$ cat src/rtl/seq_pkg.sv
// seq_pkg: shared frame constants and transmitter state encoding.
package seq_pkg;
    typedef enum logic [1:0] {IDLE, PREAMBLE, PAYLOAD, GAP} tx_state_t;
    localparam int SEQ_PATTERN_LEN = 8;
    localparam logic [SEQ_PATTERN_LEN-1:0] SEQ_PATTERN = 8'b0110_1101;
    function automatic int max3(input int a, input int b, input int c);
        int m;
        m = (a > b) ? a : b;
        return (m > c) ? m : c;
    endfunction
endpackage

$ cat src/rtl/sequence_transmitter_piso_shifter.sv
// piso_shifter: parallel-load, MSB-first shift register.
module piso_shifter #(
    parameter int W = 8
) (
    input  logic         clk,
    input  logic         reset,
    input  logic         load,
    input  logic         shift,
    input  logic [W-1:0] d,
    output logic         msb
);
    logic [W-1:0] q;
    assign msb = q[W-1];
    always_ff @(posedge clk) begin
        if (!reset)     q <= '0;
        else if (load)  q <= d;
        else if (shift) q <= q << 1;
    end
endmodule

$ cat src/rtl/sequence_transmitter.sv
// sequence_transmitter: sends preamble then MSB-first payload, followed by an idle gap.
// Outputs are registered one cycle ahead, so each edge loads the bit for the coming cycle.
module sequence_transmitter import seq_pkg::*; #(
    parameter int                     PATTERN_LEN = SEQ_PATTERN_LEN,
    parameter logic [PATTERN_LEN-1:0] PATTERN     = PATTERN_LEN'(SEQ_PATTERN),
    parameter int                     DATA_W      = 8,
    parameter int                     GAP_CYCLES  = 2
) (
    input  logic              clk,
    input  logic              reset,
    input  logic              start,
    input  logic [DATA_W-1:0] data_in,
    output logic              ready,
    output logic              out_bit,
    output logic              out_valid,
    output logic              busy,
    output logic              done
);
    localparam int CW = $clog2(max3(PATTERN_LEN, DATA_W, GAP_CYCLES) + 1);
    tx_state_t state;
    logic [CW-1:0] cnt, cnt_inc;
    logic [PATTERN_LEN-1:0] pat_nxt;
    logic msb, load, shift, pre_last, pay_last, gap_last;
    assign load     = ready && start;
    assign cnt_inc  = cnt + 1'b1;
    assign pat_nxt  = PATTERN << cnt_inc;
    assign pre_last = cnt == CW'(PATTERN_LEN - 1);
    assign pay_last = cnt == CW'(DATA_W - 1);
    assign gap_last = cnt == CW'(GAP_CYCLES - 1);
    // Shift whenever the register MSB is consumed into out_bit.
    assign shift    = (state == PREAMBLE && pre_last) || (state == PAYLOAD && !pay_last);
    piso_shifter #(.W(DATA_W)) u_shift (
        .clk(clk), .reset(reset), .load(load), .shift(shift), .d(data_in), .msb(msb)
    );
    always_ff @(posedge clk) begin
        if (!reset) begin
            state     <= IDLE;
            cnt       <= '0;
            ready     <= 1'b1;
            busy      <= 1'b0;
            out_valid <= 1'b0;
            out_bit   <= 1'b0;
            done      <= 1'b0;
        end else begin
            done <= 1'b0;
            case (state)
                IDLE: if (start) begin
                    state     <= PREAMBLE;
                    cnt       <= '0;
                    ready     <= 1'b0;
                    busy      <= 1'b1;
                    out_valid <= 1'b1;
                    out_bit   <= PATTERN[PATTERN_LEN-1];
                end
                PREAMBLE: begin
                    cnt     <= pre_last ? '0 : cnt_inc;
                    out_bit <= pre_last ? msb : pat_nxt[PATTERN_LEN-1];
                    state   <= pre_last ? PAYLOAD : PREAMBLE;
                end
                PAYLOAD: if (pay_last) begin
                    done      <= 1'b1;
                    out_valid <= 1'b0;
                    out_bit   <= 1'b0;
                    cnt       <= '0;
                    state     <= (GAP_CYCLES == 0) ? IDLE : GAP;
                    ready     <= GAP_CYCLES == 0;
                    busy      <= GAP_CYCLES != 0;
                end else begin
                    cnt     <= cnt_inc;
                    out_bit <= msb;
                end
                GAP: begin
                    cnt   <= gap_last ? '0 : cnt_inc;
                    state <= gap_last ? IDLE : GAP;
                    ready <= gap_last;
                    busy  <= !gap_last;
                end
                default: state <= IDLE;
            endcase
        end
    end
endmodule

$ cat config.mk
export PLATFORM = sky130hd
export DESIGN_NAME = sequence_transmitter
export DESIGN_NICKNAME = d
export VERILOG_FILES = /design/src/rtl/seq_pkg.sv /design/src/rtl/sequence_transmitter_piso_shifter.sv /design/src/rtl/sequence_transmitter.sv
export SDC_FILE = /design/constraint.sdc
export NUM_CORES = 1
export LEC_CHECK = 0
export CELL_PAD_IN_SITES_DETAIL_PLACEMENT = 1
export CELL_PAD_IN_SITES_GLOBAL_PLACEMENT = 2
export CORE_ASPECT_RATIO = 1.25
export CORE_MARGIN = 3
export CORE_UTILIZATION = 25
export CTS_CLUSTER_DIAMETER = 30
export DETAILED_ROUTE_END_ITERATION = 10
export HOLD_SLACK_MARGIN = 0.1
export MAX_ROUTING_LAYER = met4
export PLACE_DENSITY_LB_ADDON = 0.08
export SLEW_MARGIN = 40
export SYNTH_ARGS = -nofsm -noshare
export SYNTH_HDL_FRONTEND = slang
export SYNTH_SLANG_ARGS = --single-unit
$ cat constraint.sdc
create_clock -name clk -period 1.97 [get_ports clk]
set_input_delay 0.394 -clock clk [delete_from_list [all_inputs] [get_ports clk]]
set_output_delay 0.394 -clock clk [all_outputs]
set_load 0.02 [all_outputs]
==> metrics.md, run 1 <==
| Metric | Value |
|---|---|
| Status | `complete, no violations` |
| Buffers on Ports | `15` |
| Register area share after synthesis | `36.6%` |
| Crit. path cell count | `6` |
| Final hold viol count | `0` |
| Clk sink count | `19` |
| Initial core utilization | `26.8%` |
| Io pins | `16` |
| Total power | `0.000891 W` |
| CP max stage cell | `dfxtp_1` |
| CTS Hold Bufs | `0` |
| Tmin final | `1.80 ns` |
| Vias in the first global route | `948` |
| Final setup vio count | `0` |
| Hold crit path type | `reg2reg` |
| R2R depth | `6` |
| Worst Path Arrival | `1.99 ns` |
| Antenna violations before repair | `0` |
| Worst Skew | `0.00819 ns` |
| Post-synth top area share | `36.6%` |
| Multi-input logic area | `602 µm²` |
| Pwr Density | `665 nW/µm²` |
| Most frequent cells in the layout | `19 x dfxtp_1, 17 x a21oi_1, 15 x clkdlybuf4s50_1` |
| Hold path depth | `2` |
| Vias per cell | `4.78` |
| Post-synth EDFFs | `0` |
| Critical path class | `reg2reg` |
| Post-layout nets | `157` |
| Worst-Margin Slew | `0.371 ns` |
| Worst skew pair latency | `0.26 ns` |
| Critical-path maximum fanout | `4` |
| Dpl cells | `187` |
| Overall routing resource usage | `12.1%` |
| Startpoint Class | `flip-flop` |
| Crit path max-delay family | `compound AO/OA/AOI/OAI gates` |
| Synthesis Warnings | `0` |
| Storage cell area | `380 µm²` |
| Post-CTS Setup Inserts | `0` |
| Clock buffer depth | `2` |
| Core area | `3880 µm²` |
| Critical Path Sink Type | `flip-flop` |
| Ant diodes | `0` |
| Die outline area | `4970 µm²` |
| Die height | `78.1 µm` |
| TritonCTS buffer count | `3` |
| Cells after Synth | `116` |
| Synthesis-stage register bit count | `19` |
| Overall die width | `63.7 µm` |
| WL/cell | `14.5 µm` |
| Fin cells | `191` |
| Unrepaired setup endpoints after global routing | `false` |
| Total gr overflow | `0` |
| Syn_nets | `135` |
| Synth area leader | `dfxtp_1` |
| Syn Std Cell Area | `1040 µm²` |
| Slew HR | `75.2%` |
| Fillcell total | `480` |
| Asr flop ratio synth | `0%` |
| Setup_tns | `0 ns` |
| Max-cap viol count | `0` |
| CTS tree | `done` |
| GPL Wtd Cong | `0.744` |
| Largest net degree at the start of global routing | `14` |
| Max incr delay on CP | `0.38 ns` |
| Primary FF master, synth | `dfxtp_1` |
| Top cells by area, synth | `dfxtp_1 37%, ha_1 9.6%, a21oi_1 8.2%` |
| Leakage | `0.585 nW` |
| Fmax | `555 MHz` |
| Share of cells above drive strength 1 | `10.9%` |
| Area growth, synth to finish | `28.9%` |
| CTS Root Cell | `clkbuf_8` |
| HPWL after DPL | `2160 µm` |
| Crit-path cells | `inv_1 -> ha_1 -> inv_1 -> a311o_1 -> or3_1 -> o21ai_1` |
| Final Cycle Share | `91.4%` |
| Worst IR Drop VDD | `0.226 mV` |
| First-pass GRT wire length | `4630 µm` |
| Syn Area/Cell | `8.96 µm²` |
| Commonest non-fill, non-tap cell in the layout | `dfxtp_1` |
| DR DRC count | `0` |
| Max-slew violations | `0` |
| H-tree depth | `1` |
| ANT nets after route | `0` |
| Starting DRT DRC Count | `35` |
| Worst-path clk slew | `0.08 ns` |
| Worst path bufs/invs | `2` |
| Std cell rows | `25` |
| WL final | `2760 µm` |
| CP dominant cell by count | `inv_1` |
| Vias post-DR | `913` |
| CP Data Required Time | `2.16 ns` |
| DRT Pass-1 Iters | `2` |
| Post-CTS resize count | `0` |
| Count of cell types in the netlist | `36` |
[power breakdown]
part,internal (W),switching (W)
combinational,0.0000849,0.0000903
sequential,0.000413,0.0000191
clock,0.000144,0.000140
total,0.000642,0.000249
[worst paths after layout]
path | start | end | slack (ns)
worst max-delay path | state[0] | cnt[3] | 0.17
worst min-delay path | u_shift.q[0] | u_shift.q[0] | 0.47
worst max register to register | state[0] | cnt[3] | 0.17
worst min register to register | u_shift.q[0] | u_shift.q[0] | 0.47
[stage by stage]
step / cell area, µm² / setup WS, ns / hold WS, ns / utilization (%)
final: 1340 / 0.170 / 0.473 / 34.5
after global routing: 1340 / 0.109 / 0.526 / 34.5
after CTS: 1340 / 0.154 / 0.477 / 34.5
after detailed placement: 1290 / 0.0940 / 0.465 / 33.4
after global placement: 1290 / 0.152 / 0.466 / 33.4
after floorplan: 1040 / 0.342 / 0.447 / -
[final cells by class]
| class | instances | area share [%] |
|---|---|---|
| Clock buffer | 4 | 3.36 |
| Inverter | 8 | 2.24 |
| Multi-Input combinational cell | 84 | 44.9 |
| Sequential cell | 19 | 28.4 |
| Tap cell | 54 | 5.04 |
| Timing Repair Buffer | 22 | 16.1 |
[cells in the mapped netlist, drive strengths merged, types with 3 or more instances]
master and number:
mux2i 8, ha 8, clkbuf 3, nand2 3, nor2 3, inv 8
nand3 7, o21ai 15, dfxtp 19, a21oi 17
[worst min-delay path, delay by kind of cell (launching register included)]
family / cells / cell delay, ns
AOI/OAI and AO/OA: 1 / 0.06
DFF: 1 / 0.32
and+or+nand+nor: 1 / 0.06
[registers in the layout, summed over array words and instances, names as in the netlist]
| name | count |
|---|---|
| cnt | 4 |
| out_valid | 1 |
| done | 1 |
| out_bit | 1 |
| busy | 1 |
| u_shift.q | 8 |
| ready | 1 |
| state | 2 |
[routing by layer]
metal  GRT usage, %  vias up  wire, µm
met2           20.0       10      1340
met5              -        -         0
li1               -      461         -
met3           2.00        4        85
met4           5.83        0        51
met1           14.2      438      1280
[cell families after synthesis]
group	Yosys count	synth area share, %
xor+xnor	2	1.69
fa+ha+maj	8	9.63
flops	19	36.6
simple gates	21	12.0
buf+inv	13	5.53
mux	8	8.91
compound gates	45	25.6
(Power assumes the default switching activity.)
==> run 2: changes to the inputs <==
--- a/config.mk
+++ b/config.mk
@@ -8,7 +8,6 @@
 export CELL_PAD_IN_SITES_DETAIL_PLACEMENT = 1
 export CELL_PAD_IN_SITES_GLOBAL_PLACEMENT = 2
 export CORE_ASPECT_RATIO = 1.25
-export CORE_MARGIN = 3
 export CORE_UTILIZATION = 25
 export CTS_CLUSTER_DIAMETER = 30
 export DETAILED_ROUTE_END_ITERATION = 10
==> metrics.md, run 2 (synthesized netlist as in run 1, its figures left out) <==
| Metric | Value |
|---|---|
| Post-CTS resize count | `0 (unchanged)` |
| Worst IR Drop VDD | `0.171 mV (-24%)` |
| Met2 global-route usage | `22.0% (+2.0 points)` |
| Critical-path maximum fanout | `4 (unchanged)` |
| Post-layout nets | `157 (unchanged)` |
| Switching share of total power | `28.1% (+0.14 points)` |
| CP Data Required Time | `2.17 ns (about the same)` |
| Worst Path Arrival | `1.98 ns (about the same)` |
| Std cell rows | `25 (unchanged)` |
| Antenna violations before repair | `0 (unchanged)` |
| Starting DRT DRC Count | `28 (-20%)` |
| Grt peak-use layer | `met2` |
| Final hold viol count | `0 (unchanged)` |
| ANT nets after route | `0 (unchanged)` |
| Initial core utilization | `26.8% (unchanged)` |
| Critical Path Sink Type | `flip-flop` |
| Switching pwr | `0.000251 W (+0.58%)` |
| Worst Skew | `0.00518 ns (-0.00301 ns)` |
| Overall routing resource usage | `14.1% (+2.1 points)` |
| Unrepaired setup endpoints after global routing | `false` |
| Max-slew violations | `0 (unchanged)` |
| GPL Wtd Cong | `0.746 (+0.36%)` |
| Combinational share of power | `19.4% (-0.3 points)` |
| Die height | `74.1 µm (-5.1%)` |
| DR DRC count | `0 (unchanged)` |
| Leakage | `0.585 nW (about the same)` |
| CTS Root Cell | `clkbuf_8` |
| Worst-Margin Slew | `0.417 ns (+0.0458 ns)` |
| Largest net degree at the start of global routing | `16 (+2)` |
| Critical path class | `reg2reg` |
| Total gr overflow | `0 (unchanged)` |
| Die outline area | `4420 µm² (-11%)` |
| Clk sink count | `19 (unchanged)` |
| Vias in the first global route | `955 (+0.74%)` |
| Core area | `3880 µm² (unchanged)` |
| Area growth, synth to finish | `28.9% (unchanged)` |
| Buffers on Ports | `15 (unchanged)` |
| Overall die width | `59.7 µm (-6.3%)` |
| Hold crit path type | `reg2reg` |
| Clk pwr share | `32.2% (+0.4 points)` |
| Tmin final | `1.78 ns (-0.0169 ns)` |
| Pwr Density | `665 nW/µm² (about the same)` |
| Most frequent cells in the layout | `19 x dfxtp_1, 17 x a21oi_1, 15 x clkdlybuf4s50_1` |
| Share of cells above drive strength 1 | `10.9% (unchanged)` |
| WL/cell | `13.8 µm (-4.5%)` |
| Largest Register | `u_shift.q` |
| CTS Hold Bufs | `0 (unchanged)` |
| Ant diodes | `0 (unchanged)` |
| Vias post-DR | `916 (+0.33%)` |
| Internal | `0.000641 W (-0.13%)` |
| Startpoint Class | `flip-flop` |
| Seq pwr share | `48.4% (about the same)` |
| Commonest non-fill, non-tap cell in the layout | `dfxtp_1` |
| Worst-path clk slew | `0.08 ns (about the same)` |
| Met1 usage | `18.0% (+3.8 points)` |
| Final Cycle Share | `90.5% (-0.86 points)` |
| First-pass GRT wire length | `4440 µm (-4.0%)` |
| Io pins | `16 (unchanged)` |
| Post-CTS Setup Inserts | `0 (unchanged)` |
| Setup_tns | `0 ns (unchanged)` |
| Worst skew pair latency | `0.26 ns (about the same)` |
| DRT Pass-1 Iters | `3 (+1)` |
| Slew HR | `72.1% (-3.1 points)` |
| Final setup vio count | `0 (unchanged)` |
| Clock buffer depth | `2 (unchanged)` |
| HPWL after DPL | `2000 µm (-7.2%)` |
| WL final | `2640 µm (-4.5%)` |
| H-tree depth | `1 (unchanged)` |
| Largest regs | `u_shift.q: 8 flops, cnt: 4 flops, state: 2 flops` |
| Max FFs per register | `8 (unchanged)` |
| Worst Hold Slack | `0.477 ns (+0.00327 ns)` |
| TritonCTS buffer count | `3 (unchanged)` |
| Max-cap viol count | `0 (unchanged)` |
| Vias per cell | `4.80 (+0.33%)` |
| Status | `complete, no violations` |
| CTS tree | `done` |
| Fmax | `561 MHz (+0.95%)` |
| Met3 GRT Util | `2.09% (+0.084 points)` |
run 2: cell type report:
type / instances / area (µm²)
Clock buffer: 4 / 45.0
Fill cell: 484 / 2540
Inverter: 8 / 30.0
Multi-Input combinational cell: 84 / 602
Sequential cell: 19 / 380
Tap cell: 54 / 67.6
Timing Repair Buffer: 22 / 215
run 2: path summary, 6_finish.rpt:
path,startpoint,to,slack [ns],cells after the start
max,state[1],cnt[3],0.19,6
min,u_shift.q[0],u_shift.q[0],0.48,2
max reg2reg,state[1],cnt[3],0.19,6
min reg2reg,u_shift.q[0],u_shift.q[0],0.48,2
run 2: power groups by stage:
stage               Combinational (W)  Clock (W)  Sequential (W)
floorplan                   0.0000854          0        0.000449
global placement             0.000172          0        0.000439
detailed placement           0.000174          0        0.000441
CTS                          0.000176   0.000301        0.000432
global route                 0.000194   0.000316        0.000435
finish                       0.000173   0.000287        0.000431
run 2: per-layer routing:
layer	vias to the layer above	share of wire, %
met4	0	1.4
li1	460	-
met5	-	0
met1	441	48
met3	4	2.0
met2	11	49
run 2: through the flow:
| step | cells | cell area, µm² | total power, W | util (%) | setup slack (ns) |
|---|---|---|---|---|---|
| after floorplan | 116 | 1040 | 0.000535 | - | 0.342 |
| after global placement | 187 | 1290 | 0.000612 | 33.4 | 0.140 |
| after detailed placement | 187 | 1290 | 0.000615 | 33.4 | 0.113 |
| after CTS | 191 | 1340 | 0.000908 | 34.5 | 0.167 |
| after global routing | 191 | 1340 | 0.000946 | 34.5 | 0.0559 |
| final | 191 | 1340 | 0.000892 | 34.5 | 0.186 |
run 2: worst max-delay path, stage by stage (launching register included):
cell and delay, ns:
dfxtp_1 0.37, inv_1 0.10, ha_1 0.30, inv_1 0.08, a311o_1 0.36, or3_1 0.38
o21ai_1 0.13
==> run 3: changes to the inputs <==
--- a/config.mk
+++ b/config.mk
@@ -5,6 +5,7 @@
 export SDC_FILE = /design/constraint.sdc
 export NUM_CORES = 1
 export LEC_CHECK = 0
+export ABC_AREA = 1
 export CELL_PAD_IN_SITES_DETAIL_PLACEMENT = 1
 export CELL_PAD_IN_SITES_GLOBAL_PLACEMENT = 2
 export CORE_ASPECT_RATIO = 1.25
@@ -13,7 +14,7 @@
 export DETAILED_ROUTE_END_ITERATION = 10
 export HOLD_SLACK_MARGIN = 0.1
 export MAX_ROUTING_LAYER = met4
-export PLACE_DENSITY_LB_ADDON = 0.08
+export PLACE_DENSITY = 0.74
 export SLEW_MARGIN = 40
 export SYNTH_ARGS = -nofsm -noshare
 export SYNTH_HDL_FRONTEND = slang
==> metrics.md, run 3 <==
| Metric | Value |
|---|---|
| CTS tree | `done` |
| WL final | `2770 µm (+5.0%)` |
| Most frequent cells in the layout | `48 x nand2_1, 20 x nor2_1, 19 x dfxtp_1` |
| First-pass GRT wire length | `4650 µm (+4.7%)` |
| Max FFs per register | `8 (unchanged)` |
| HPWL after DPL | `2220 µm (+11%)` |
| Total gr overflow | `0 (unchanged)` |
| Ant diodes | `0 (unchanged)` |
| Startpoint Class | `flip-flop` |
| Largest Register | `u_shift.q` |
| Status | `complete, no violations` |
| Max-cap viol count | `0 (unchanged)` |
| H-tree depth | `1 (unchanged)` |
| Die outline area | `4600 µm² (+4.0%)` |
| Post-route cell area | `1340 µm² (-0.19%)` |
| Post-CTS Setup Inserts | `0 (unchanged)` |
| Syn Area/Cell | `6.89 µm² (-23%)` |
| Total power | `0.000923 W (+3.5%)` |
| DR DRC count | `0 (unchanged)` |
| Vias post-DR | `1050 (+15%)` |
| Syn Std Cell Area | `1080 µm² (+4.1%)` |
| Worst-path clk slew | `0.08 ns (about the same)` |
| Buffers on Ports | `15 (unchanged)` |
| Clock buffer depth | `2 (unchanged)` |
| Commonest non-fill, non-tap cell in the layout | `nand2_1` |
| Fin worst setup slack | `0.298 ns (+0.112 ns)` |
| Worst skew pair latency | `0.26 ns (about the same)` |
| DRT Pass-1 Iters | `4 (+1)` |
| GPL Wtd Cong | `0.835 (+12%)` |
| Post-layout nets | `196 (+25%)` |
| Overall die width | `60.9 µm (+2.0%)` |
| Critical Path Sink Type | `flip-flop` |
| Io pins | `16 (unchanged)` |
| Antenna violations before repair | `0 (unchanged)` |
| Asr flop ratio synth | `0% (unchanged)` |
| Synth area leader | `dfxtp_1` |
| Pwr Density | `690 nW/µm² (+3.7%)` |
| Fin util | `32.4% (-2.2 points)` |
| Leakage | `0.591 nW (+1.1%)` |
| Fmax | `598 MHz (+6.7%)` |
| Worst-Margin Slew | `0.336 ns (-0.0813 ns)` |
| Hold crit path type | `reg2reg` |
| Clk sink count | `19 (unchanged)` |
| Largest regs | `u_shift.q: 8 flops, cnt: 4 flops, state: 2 flops` |
| Post-synth top area share | `35.1% (-1.4 points)` |
| Setup_tns | `0 ns (unchanged)` |
| Post-synth EDFFs | `0 (unchanged)` |
| TritonCTS buffer count | `3 (unchanged)` |
| ANT nets after route | `0 (unchanged)` |
| Largest net degree at the start of global routing | `15 (-1)` |
| Primary FF master, synth | `dfxtp_1` |
| Synthesis-stage register bit count | `19 (unchanged)` |
| Most common cell in the netlist | `nand2_1` |
| Post-CTS resize count | `0 (unchanged)` |
| Pre-CTS WS | `0.180 ns (+0.0673 ns)` |
| Final setup vio count | `0 (unchanged)` |
| WL/cell | `11.9 µm (-14%)` |
| Worst Path Arrival | `1.83 ns (-0.15 ns)` |
| CTS Hold Bufs | `0 (unchanged)` |
| Vias in the first global route | `1038 (+8.7%)` |
| Core area | `4130 µm² (+6.5%)` |
| DP Area | `1290 µm² (-0.19%)` |
| Synth cell count leaders | `48 x nand2_1, 20 x nor2_1, 19 x dfxtp_1` |
| Synthesis Warnings | `0 (unchanged)` |
| Unrepaired setup endpoints after global routing | `false` |
| Die height | `75.6 µm (+2.0%)` |
| Top cells by area, synth | `dfxtp_1 35%, nand2_1 17%, ha_1 9.2%` |
| Starting DRT DRC Count | `25 (-11%)` |
| Area growth, synth to finish | `23.6%` |
| Overall routing resource usage | `14.1% (-0.049 points)` |
| Worst Skew | `0.00234 ns (-0.00284 ns)` |
| CP Data Required Time | `2.13 ns (-0.04 ns)` |
| Slew HR | `77.4% (+5.3 points)` |
| Worst IR Drop VDD | `0.231 mV (+35%)` |
| Critical-path maximum fanout | `7 (+3)` |
| Initial core utilization | `26.2% (-0.61 points)` |
| CTS Root Cell | `clkbuf_8` |
| Max-slew violations | `0 (unchanged)` |
| Fillcell total | `530 (+9.5%)` |
| Vias per cell | `4.53 (-5.6%)` |
| Syn_nets | `176 (+30%)` |
| Register area share after synthesis | `35.1% (-1.4 points)` |
| Count of cell types in the netlist | `17 (-53%)` |
| Final Cycle Share | `84.9% (-5.7 points)` |
| Share of cells above drive strength 1 | `7.39% (-3.6 points)` |
| Std cell rows | `26 (+4.0%)` |
| Cells after Synth | `157 (+35%)` |
| Final hold viol count | `0 (unchanged)` |
| Critical path class | `reg2reg` |
| Tmin final | `1.67 ns (-0.112 ns)` |
-- run 3: cell count changes after synthesis, moves of 3 or more --
cell,delta
o21ai_0,-8
nand2_1,+45
nor2_1,+18
inv_1,+9
mux2i_1,-7
clkbuf_1,-3
a21oi_1,-6
nand3_2,+5
nand4_1,+5
nand3_1,+4
-- run 3: layer usage --
layer / share of wire, % / track usage [%]
met1: 47 / 16.8
met2: 48 / 23.0
met3: 2.7 / 2.21
met4: 1.9 / 6.82
met5: 0 / -
-- run 3: per-stage QoR --
stage               instances  hold WS [ns]
floorplan                 157         0.455
global placement          228         0.465
detailed placement        228         0.477
CTS                       232         0.493
global route              232         0.519
finish                    232         0.491
-- run 3: cells by family after synthesis --
group                    share of synthesized area, %
flip-flops                                       35.1
adder cells (fa/ha/maj)                          9.25
AND/OR/NAND/NOR                                  39.3
AO/OA/AOI/OAI                                    8.09
buffers and inverters                            8.21
-- run 3: area by class of cell --
cell class	count	area, µm²	area share (%)
Clock buffer	4	45.0	3.37
Inverter	17	63.8	4.77
Multi-Input combinational cell	119	613	45.8
Sequential cell	19	380	28.4
Tap cell	56	70.1	5.24
Timing Repair Buffer	17	165	12.3
-- run 3: final timing paths --
| check | slack, ns | to | startpoint | cells after the start |
|---|---|---|---|---|
| max reg2reg | 0.30 | state[0] | state[1] | 9 |
| min | 0.49 | u_shift.q[1] | u_shift.q[1] | 2 |
| max | 0.30 | state[0] | state[1] | 9 |
| min reg2reg | 0.49 | u_shift.q[1] | u_shift.q[1] | 2 |
-- run 3: critical path, cell delays in order (launching register included) --
cell     delay, ns
dfxtp_1       0.36
inv_1         0.12
ha_1          0.23
inv_1         0.09
nor2_2        0.25
inv_1         0.10
nand2_1       0.14
inv_1         0.07
o21ai_0       0.15
nor2_1        0.05
-- run 3: power breakdown --
part	switching, W	leakage, nW	internal [W]
Clock	0.000141	0.0228	0.000144
Combinational	0.000118	0.413	0.0000860
Sequential	0.0000206	0.156	0.000414
Total	0.000279	0.591	0.000644
